[config.mk]
export PLATFORM = sky130hd
export DESIGN_NAME = bgd_mul_pipe
export DESIGN_NICKNAME = d
export VERILOG_FILES = /design/src/rtl/bgd_mul_pkg.sv /design/src/rtl/bgd_mul_round_sat.sv /design/src/rtl/bgd_mul_pipe.sv
export SDC_FILE = /design/constraint.sdc
export NUM_CORES = 1
export LEC_CHECK = 0
export BUFFER_PORTS_ARGS = -buffer_cell sky130_fd_sc_hd__buf_2
export CORE_ASPECT_RATIO = 1.5
export CORE_MARGIN = 4
export CORE_UTILIZATION = 55
export CTS_BUF_LIST = sky130_fd_sc_hd__clkbuf_8 sky130_fd_sc_hd__clkbuf_16
export DETAILED_ROUTE_END_ITERATION = 8
export PLACE_DENSITY = 0.76
export SLEW_MARGIN = 20
export SYNTH_ARGS = -nofsm -noshare
export SYNTH_HDL_FRONTEND = slang
export SYNTH_SLANG_ARGS = --single-unit
[constraint.sdc]
create_clock -name clk -period 6.9 [get_ports clk]
set_input_delay 0.345 -clock clk [delete_from_list [all_inputs] [get_ports clk]]
set_output_delay 0.345 -clock clk [all_outputs]
set_load 0.01 [all_outputs]
[src/rtl/bgd_mul_pkg.sv]
// Shared constants and helpers for the BGD pipelined fixed-point multiplier.
package bgd_mul_pkg;

  localparam int BGD_MUL_MIN_STAGE = 3;

  function automatic int bgd_mul_pw(input int din0_width, input int din1_width);
    return din0_width + din1_width;
  endfunction

  function automatic logic signed [63:0] sat_max(input int width);
    return (64'sd1 <<< (width - 1)) - 64'sd1;
  endfunction

  function automatic logic signed [63:0] sat_min(input int width);
    return -(64'sd1 <<< (width - 1));
  endfunction

endpackage

[src/rtl/bgd_mul_round_sat.sv]
// Round-half-up rescale of the full product and fit to the output width.
// BGD_MUL_SAT_EN selects clamping on overflow; otherwise the result wraps.
module bgd_mul_round_sat
  import bgd_mul_pkg::*;
#(
  parameter int PW         = 28,
  parameter int FRAC_BITS  = 0,
  parameter int DOUT_WIDTH = 14
) (
  input  logic signed [PW-1:0]         p,
  output logic signed [DOUT_WIDTH-1:0] r_fit,
  output logic                         ovf
);

  localparam logic [PW:0]        ONE = (PW + 1)'(1);
  // Half an output LSB; shifting left then right yields 0 when FRAC_BITS is 0.
  localparam logic signed [PW:0] RND = $signed((ONE << FRAC_BITS) >> 1);

  logic signed [PW:0] sum;
  logic signed [PW:0] r;

  assign sum = {p[PW-1], p} + RND;
  assign r   = sum >>> FRAC_BITS;

  if (DOUT_WIDTH >= PW - FRAC_BITS + 1) begin : g_wide
    assign ovf   = 1'b0;
    assign r_fit = DOUT_WIDTH'(r);
  end else begin : g_fit
    logic fits;

    // R fits when every bit from the output sign position upward agrees.
    assign fits = (&r[PW:DOUT_WIDTH-1]) | ~(|r[PW:DOUT_WIDTH-1]);
    assign ovf  = ~fits;

`ifdef BGD_MUL_SAT_EN
    localparam logic signed [63:0]           MAX_W = sat_max(DOUT_WIDTH);
    localparam logic signed [63:0]           MIN_W = sat_min(DOUT_WIDTH);
    localparam logic signed [DOUT_WIDTH-1:0] MAX_V = MAX_W[DOUT_WIDTH-1:0];
    localparam logic signed [DOUT_WIDTH-1:0] MIN_V = MIN_W[DOUT_WIDTH-1:0];
`endif

    always_comb begin
      // NOTE: default first so every path assigns r_fit and no latch is inferred.
      r_fit = r[DOUT_WIDTH-1:0];
`ifdef BGD_MUL_SAT_EN
      if (!fits) r_fit = r[PW] ? MIN_V : MAX_V;
`endif
    end
  end

endmodule

[src/rtl/bgd_mul_pipe.sv]
// Parametrised pipelined signed fixed-point multiplier with valid tracking,
// round-half-up rescaling and overflow flag. Build macro: BGD_MUL_SAT_EN.
module bgd_mul_pipe
  import bgd_mul_pkg::*;
#(
  parameter int DIN0_WIDTH = 14,
  parameter int DIN1_WIDTH = 14,
  parameter int DOUT_WIDTH = 14,
  parameter int FRAC_BITS  = 0,
  parameter int NUM_STAGE  = 4
) (
  input  logic                         clk,
  input  logic                         reset,
  input  logic                         ce,
  input  logic                         din_vld,
  input  logic signed [DIN0_WIDTH-1:0] din0,
  input  logic signed [DIN1_WIDTH-1:0] din1,
  output logic signed [DOUT_WIDTH-1:0] dout,
  output logic                         dout_vld,
  output logic                         ovf
);

  localparam int PW   = bgd_mul_pw(DIN0_WIDTH, DIN1_WIDTH);
  localparam int LAST = NUM_STAGE - 3;

  if (NUM_STAGE < BGD_MUL_MIN_STAGE) begin : g_bad_stage
    $error("bgd_mul_pipe: NUM_STAGE must be at least %0d", BGD_MUL_MIN_STAGE);
  end
  if (FRAC_BITS < 0 || FRAC_BITS >= PW) begin : g_bad_frac
    $error("bgd_mul_pipe: FRAC_BITS out of range");
  end

  logic signed [DIN0_WIDTH-1:0] a_q;
  logic signed [DIN1_WIDTH-1:0] b_q;
  logic                         v1_q;

  // Index 0 is the product register; higher indices are pure delay stages.
  logic signed [PW-1:0] p_pipe [LAST+1];
  logic [LAST:0]        v_pipe;

  logic signed [DOUT_WIDTH-1:0] r_fit;
  logic                         ovf_c;

  always_ff @(posedge clk or negedge reset) begin
    if (!reset) begin
      // NOTE: state registers use non-blocking assignments so every stage samples pre-edge values.
      a_q  <= '0;
      b_q  <= '0;
      v1_q <= 1'b0;
    end else if (ce) begin
      a_q  <= din0;
      b_q  <= din1;
      v1_q <= din_vld;
    end
  end

  always_ff @(posedge clk or negedge reset) begin
    if (!reset) begin
      // NOTE: pipeline data is cleared too, so reset leaves no stale operands behind.
      p_pipe[0] <= '0;
      v_pipe[0] <= 1'b0;
    end else if (ce) begin
      p_pipe[0] <= PW'(a_q) * PW'(b_q);
      v_pipe[0] <= v1_q;
    end
  end

  for (genvar j = 1; j <= LAST; j++) begin : g_dly
    always_ff @(posedge clk or negedge reset) begin
      if (!reset) begin
        p_pipe[j] <= '0;
        v_pipe[j] <= 1'b0;
      end else if (ce) begin
        p_pipe[j] <= p_pipe[j-1];
        v_pipe[j] <= v_pipe[j-1];
      end
    end
  end

  bgd_mul_round_sat #(
    .PW         (PW),
    .FRAC_BITS  (FRAC_BITS),
    .DOUT_WIDTH (DOUT_WIDTH)
  ) u_round_sat (
    .p     (p_pipe[LAST]),
    .r_fit (r_fit),
    .ovf   (ovf_c)
  );

  always_ff @(posedge clk or negedge reset) begin
    if (!reset) begin
      dout     <= '0;
      dout_vld <= 1'b0;
      ovf      <= 1'b0;
    end else if (ce) begin
      dout     <= r_fit;
      dout_vld <= v_pipe[LAST];
      ovf      <= ovf_c;
    end
  end

endmodule

==> metrics.txt, run 1 <==
core region area=0.0205 mm2; number of synthesized flops with an enable pin=0; Synth async-reset ratio=1.00; worst setup margin=0.286 ns; row cnt=64; Initial Utilization=0.560; Layout area overhead=6.73%; CTS tree=built; wire per inst=17.2 um; Setup-failing EPs final=0; synthesized net count=1375; Post-Syn Area=0.0115 mm2; share of the synthesized area in the top cell type=0.340; outcome=completed; number of synthesized register bits=103; Max Cap Viol=0; Clk Latency, worst-skew pair=0.37 ns; Hold Crit Class=in2reg; fmax=151 MHz; Worst Clk Skew=0.0178 ns; initial antenna violation count=1; CP Max Fanout=15; crit path kind=reg2reg; GRT Util Overall=0.223; First DRT Iteration DRCs=323; # H-tree levels=3; Unique masters post-synth=58; crit path DAT=6.85 ns; crit path time final=6.61 ns; Final Hold Vio Count=0; top cell type by total area after synthesis=fa_1; RSZ-0062 raised after global routing=false; vias in the first global route=8180; largest net degree at the start of global routing=77; Total Nets Final=1396; cts hold-fix bufs=1; TritonRoute pass-1 iters=4; # clock sinks=103; Syn. warnings=0; buffer count from post-CTS setup fixing=0; Seq/Total Area, Yosys=0.225; fin. max-slew vios=0; Fillers=1710; DP Worst Slack=0.354 ns; full die area=0.0233 mm2; first-pass GRT wire length=41300 um; startpoint types=register; CTS max path bufs=2; Rel. slew slack=0.375; fin crit share=0.959; DRC=0; Worst Tran Pin Value=0.937 ns; post-DP HPWL=19100 um; Die Width=126 um; die height=185 um; clock-pin slew on the worst setup and hold paths=0.09 ns; Top Ports=48; Post-DRT Antenna Nets=0; most common cell in the synthesized netlist=inv_1; CTS Buf Count=9; cells after synthesis=1081; Avg Cell Area, Syn=10.6 um2; Synth Flop Type=dfrtp_1; Worst setup EP type=register; n_diodes=0; synth top area cells=fa_1 (34%), dfrtp_1 (22%), mux2_2 (8.6%), ha_1 (7.3%), inv_1 (7.0%); Vias/cell=5.37; via count=7368; DRT Wirelength=23600 um; Root Driver=clkbuf_16; post-cts sizing count=0; final setup TNS=0 ns; I/O Buffers=47; GPL Wtd Cong=0.900; layout cell share with drive strength beyond 1=0.152; remaining global-route overflow=0; Post-synth top cells=inv_1 (213), fa_1 (195), and2_1 (103), dfrtp_1 (103), nand2_1 (93); CP Data Required Time=7.14 ns
area by class of cell:
type,instances,area (um2),area share
Multi-Input combinational cell,722,7930,0.648
Tap cell,264,330,0.0270
Clock inverter,7,91.3,0.00746
Inverter,213,800,0.0653
Clock buffer,9,225,0.0184
Sequential cell,103,2580,0.211
Timing Repair Buffer,53,288,0.0235
worst max-delay path: stages, from the launching register on:
cell and delay, ns:
dfrtp_1 0.64, nand2_1 0.24, fa_1 0.56, fa_1 0.78, inv_1 0.16, fa_1 0.48, fa_1 0.50, fa_1 0.49
inv_1 0.06, fa_1 0.51, inv_1 0.04, ha_1 0.33, a21o_1 0.20, a21o_1 0.17, a21o_1 0.19, a21oi_1 0.25
o21ai_1 0.15, nor3_1 0.27, nor3_1 0.10, or3b_1 0.36
logic make-up after synthesis:
group / share of synthesized area
flops: 0.225
mux: 0.0886
simple gates: 0.124
xor+xnor: 0.0183
compound gates: 0.0471
fa+ha+maj: 0.413
buf+inv: 0.0839
state kept, by name (all words and copies together), names as in the netlist:
register,count
ovf,1
dout,14
a_q,14
v_pipe,2
p_pipe,56
dout_vld,1
v1_q,1
b_q,14
cell usage in the layout (no fill, tap or decap), types with 5 or more instances in the layout:
master	count
nor2_1	20
or3_1	5
xnor2_1	20
nor4_1	6
clkbuf_16	9
o31ai_1	5
mux2_2	88
inv_1	213
buf_4	7
a21o_1	8
dfrtp_1	103
nor3_1	9
nand2b_1	6
fa_1	195
nand2_1	93
o21ai_0	11
buf_2	45
and2_1	103
nor2b_1	5
ha_1	67
nand3_1	6
a21oi_1	15
per-stage QoR:
stage / hold WS, ns / utilization / instance area [um2] / instances
5_1_grt: 0.199 / 0.597 / 12200 / 1371
3_5_place_dp: 0.311 / 0.581 / 11900 / 1354
3_3_place_gp: 0.309 / 0.581 / 11900 / 1354
2_1_floorplan: 0.0494 / - / 11500 / 1081
6_report: 0.200 / 0.597 / 12200 / 1371
4_1_cts: 0.189 / 0.597 / 12200 / 1371
path summary, 6_finish.rpt:
kind,start,end,slack [ns],depth (start not counted)
min,din1[9],b_q[9],0.20,2
min in group asynchronous,reset,b_q[8],0.46,2
max in group asynchronous,reset,p_pipe[26],5.14,3
min reg2reg,p_pipe[51],p_pipe[51],0.49,2
max reg2reg,a_q[13],p_pipe[55],0.29,19
max,a_q[13],p_pipe[55],0.29,19
per-layer routing:
layer | global-route usage | vias to the layer above | part of all wire
met5 | 0 | - | 0.00051
met1 | 0.280 | 3776 | 0.40
met4 | 0.0867 | 2 | 0.038
li1 | - | 3386 | -
met3 | 0.0378 | 57 | 0.036
met2 | 0.387 | 147 | 0.52
Power of run 1 is left out: the tool's default activity adds up to more than one toggle a clock period on the data nets, which glitch-free logic cannot reach.
==> inputs of run 2 (changes only) <==
--- a/config.mk
+++ b/config.mk
@@ -9,7 +9,7 @@
 export CORE_ASPECT_RATIO = 1.5
 export CORE_MARGIN = 4
 export CORE_UTILIZATION = 55
-export CTS_BUF_LIST = sky130_fd_sc_hd__clkbuf_8 sky130_fd_sc_hd__clkbuf_16
+export CTS_BUF_LIST = sky130_fd_sc_hd__clkbuf_2 sky130_fd_sc_hd__clkbuf_4 sky130_fd_sc_hd__clkbuf_8
 export DETAILED_ROUTE_END_ITERATION = 8
 export PLACE_DENSITY = 0.76
 export SLEW_MARGIN = 20
==> metrics.txt, run 2 (synthesized netlist as in run 1, its figures left out) <==
Crit path largest cell delay=0.78 ns; Util after Layout=0.592; final setup TNS=0 ns; layout cell share with drive strength beyond 1=0.152; initial antenna violation count=1; worst setup path end=p_pipe[55]; CTS max path bufs=2; GRT Util Overall=0.222; via count=7357; Vias/cell=5.37; full die area=0.0233 mm2; die height=185 um; Setup-failing EPs final=0; Die Width=126 um; row cnt=64; most common cell after layout, fill and taps aside=inv_1; post-placement cell count=1354; r2r setup slk=0.27 ns; multi-input logic area=0.00793 mm2; Worst Clk Skew=0.0230 ns; startpoint types=register; CP Data Required Time=7.18 ns; fin. max-slew vios=0; Total Nets Final=1396; Layout area overhead=5.85%; cell depth of the worst setup path=19; Worst Tran Pin Value=0.931 ns; largest net degree at the start of global routing=77; Initial Utilization=0.560; GPL Wtd Cong=0.900; most frequent cells in the layout=inv_1 (213), fa_1 (195), and2_1 (103), dfrtp_1 (103), nand2_1 (93); number of flip-flops in the largest register=56; n_diodes=0; Clk Latency, worst-skew pair=0.41 ns; path depth of the worst reg2reg path=19; # clock sinks=103; First DRT Iteration DRCs=309; Rel. slew slack=0.380; crit path kind=reg2reg; CP Max Fanout=15; I/O Buffers=47; RR Endpoint=p_pipe[55]; crit path cell chain=nand2_1 -> fa_1 -> fa_1 -> inv_1 -> fa_1 -> fa_1 -> fa_1 -> inv_1 -> fa_1 -> inv_1 -> ha_1 -> a21o_1 -> a21o_1 -> a21o_1 -> a21oi_1 -> o21ai_1 -> nor3_1 -> nor3_1 -> or3b_1; TritonRoute pass-1 iters=5; Top Ports=48; CTS tree=built; Most common cell on crit path=fa_1; Worst setup EP type=register; Largest Register=p_pipe; post-DP HPWL=19100 um; worst reg2reg startpoint=a_q[13]; core region area=0.0205 mm2; FF/Latch Area=0.00258 mm2; CP bufs+invs=3; crit path time final=6.63 ns; RSZ-0062 raised after global routing=false; DRT Wirelength=23400 um; Critical Path Source=a_q[13]; # H-tree levels=3; fin cells=1371; Hold Crit Class=in2reg; outcome=completed; Root Driver=clkbuf_8; clock-pin slew on the worst setup and hold paths=0.13 ns; crit-path leading delay family=adder cells; wire per inst=17.1 um; remaining global-route overflow=0; Post-DRT Antenna Nets=0; Final Hold Vio Count=0; DP Worst Slack=0.354 ns; CTS Buf Count=9; first-pass GRT wire length=41000 um; fmax=151 MHz; Max Cap Viol=0; vias in the first global route=8130; buffer count from post-CTS setup fixing=0; Worst path slowest cell=fa_1; cts hold-fix bufs=1; post-cts sizing count=0; fin crit share=0.961; crit path DAT=6.91 ns; worst setup margin=0.267 ns; Fillers=1725; DRC=0
-- run 2: cell counts in the layout (fill, tap and decap cells not counted) --
Identical to the previous run, type by type.
-- run 2: metal layers --
layer / track usage / wire, um / up-vias
met4: 0.0867 / 824 / 2
li1: - / - / 3382
met1: 0.280 / 9320 / 3771
met5: 0 / 12 / -
met2: 0.383 / 12300 / 148
met3: 0.0364 / 927 / 54
-- run 2: stage by stage --
stage / hold WS (ns) / area, um2
global placement: 0.309 / 11900
CTS: 0.125 / 12100
global route: 0.141 / 12100
detailed placement: 0.311 / 11900
finish: 0.152 / 12100
floorplan: 0.0494 / 11500
-- run 2: worst register-to-register path, stage by stage, from the launching register on --
cell	delay [ns]
dfrtp_1	0.65
nand2_1	0.24
fa_1	0.55
fa_1	0.78
inv_1	0.16
fa_1	0.48
fa_1	0.51
fa_1	0.49
inv_1	0.06
fa_1	0.51
inv_1	0.04
ha_1	0.33
a21o_1	0.20
a21o_1	0.17
a21o_1	0.19
a21oi_1	0.25
o21ai_1	0.16
nor3_1	0.28
nor3_1	0.10
or3b_1	0.35
-- run 2: worst min-delay path by stage --
stage               startpoint      to  depth (start not counted)
floorplan                reset  a_q[0]                          0
global placement         reset  a_q[4]                          1
detailed placement       reset  a_q[4]                          1
CTS                    din1[9]  b_q[9]                          2
global route           din_vld    v1_q                          2
finish                 din1[9]  b_q[9]                          2
-- run 2: area by class of cell --
type,count,share of cell area
Clock buffer,9,0.0102
Clock inverter,7,0.00752
Inverter,213,0.0658
Multi-Input combinational cell,722,0.653
Sequential cell,103,0.212
Tap cell,264,0.0272
Timing Repair Buffer,53,0.0237
Power of run 2 is left out for the same reason.
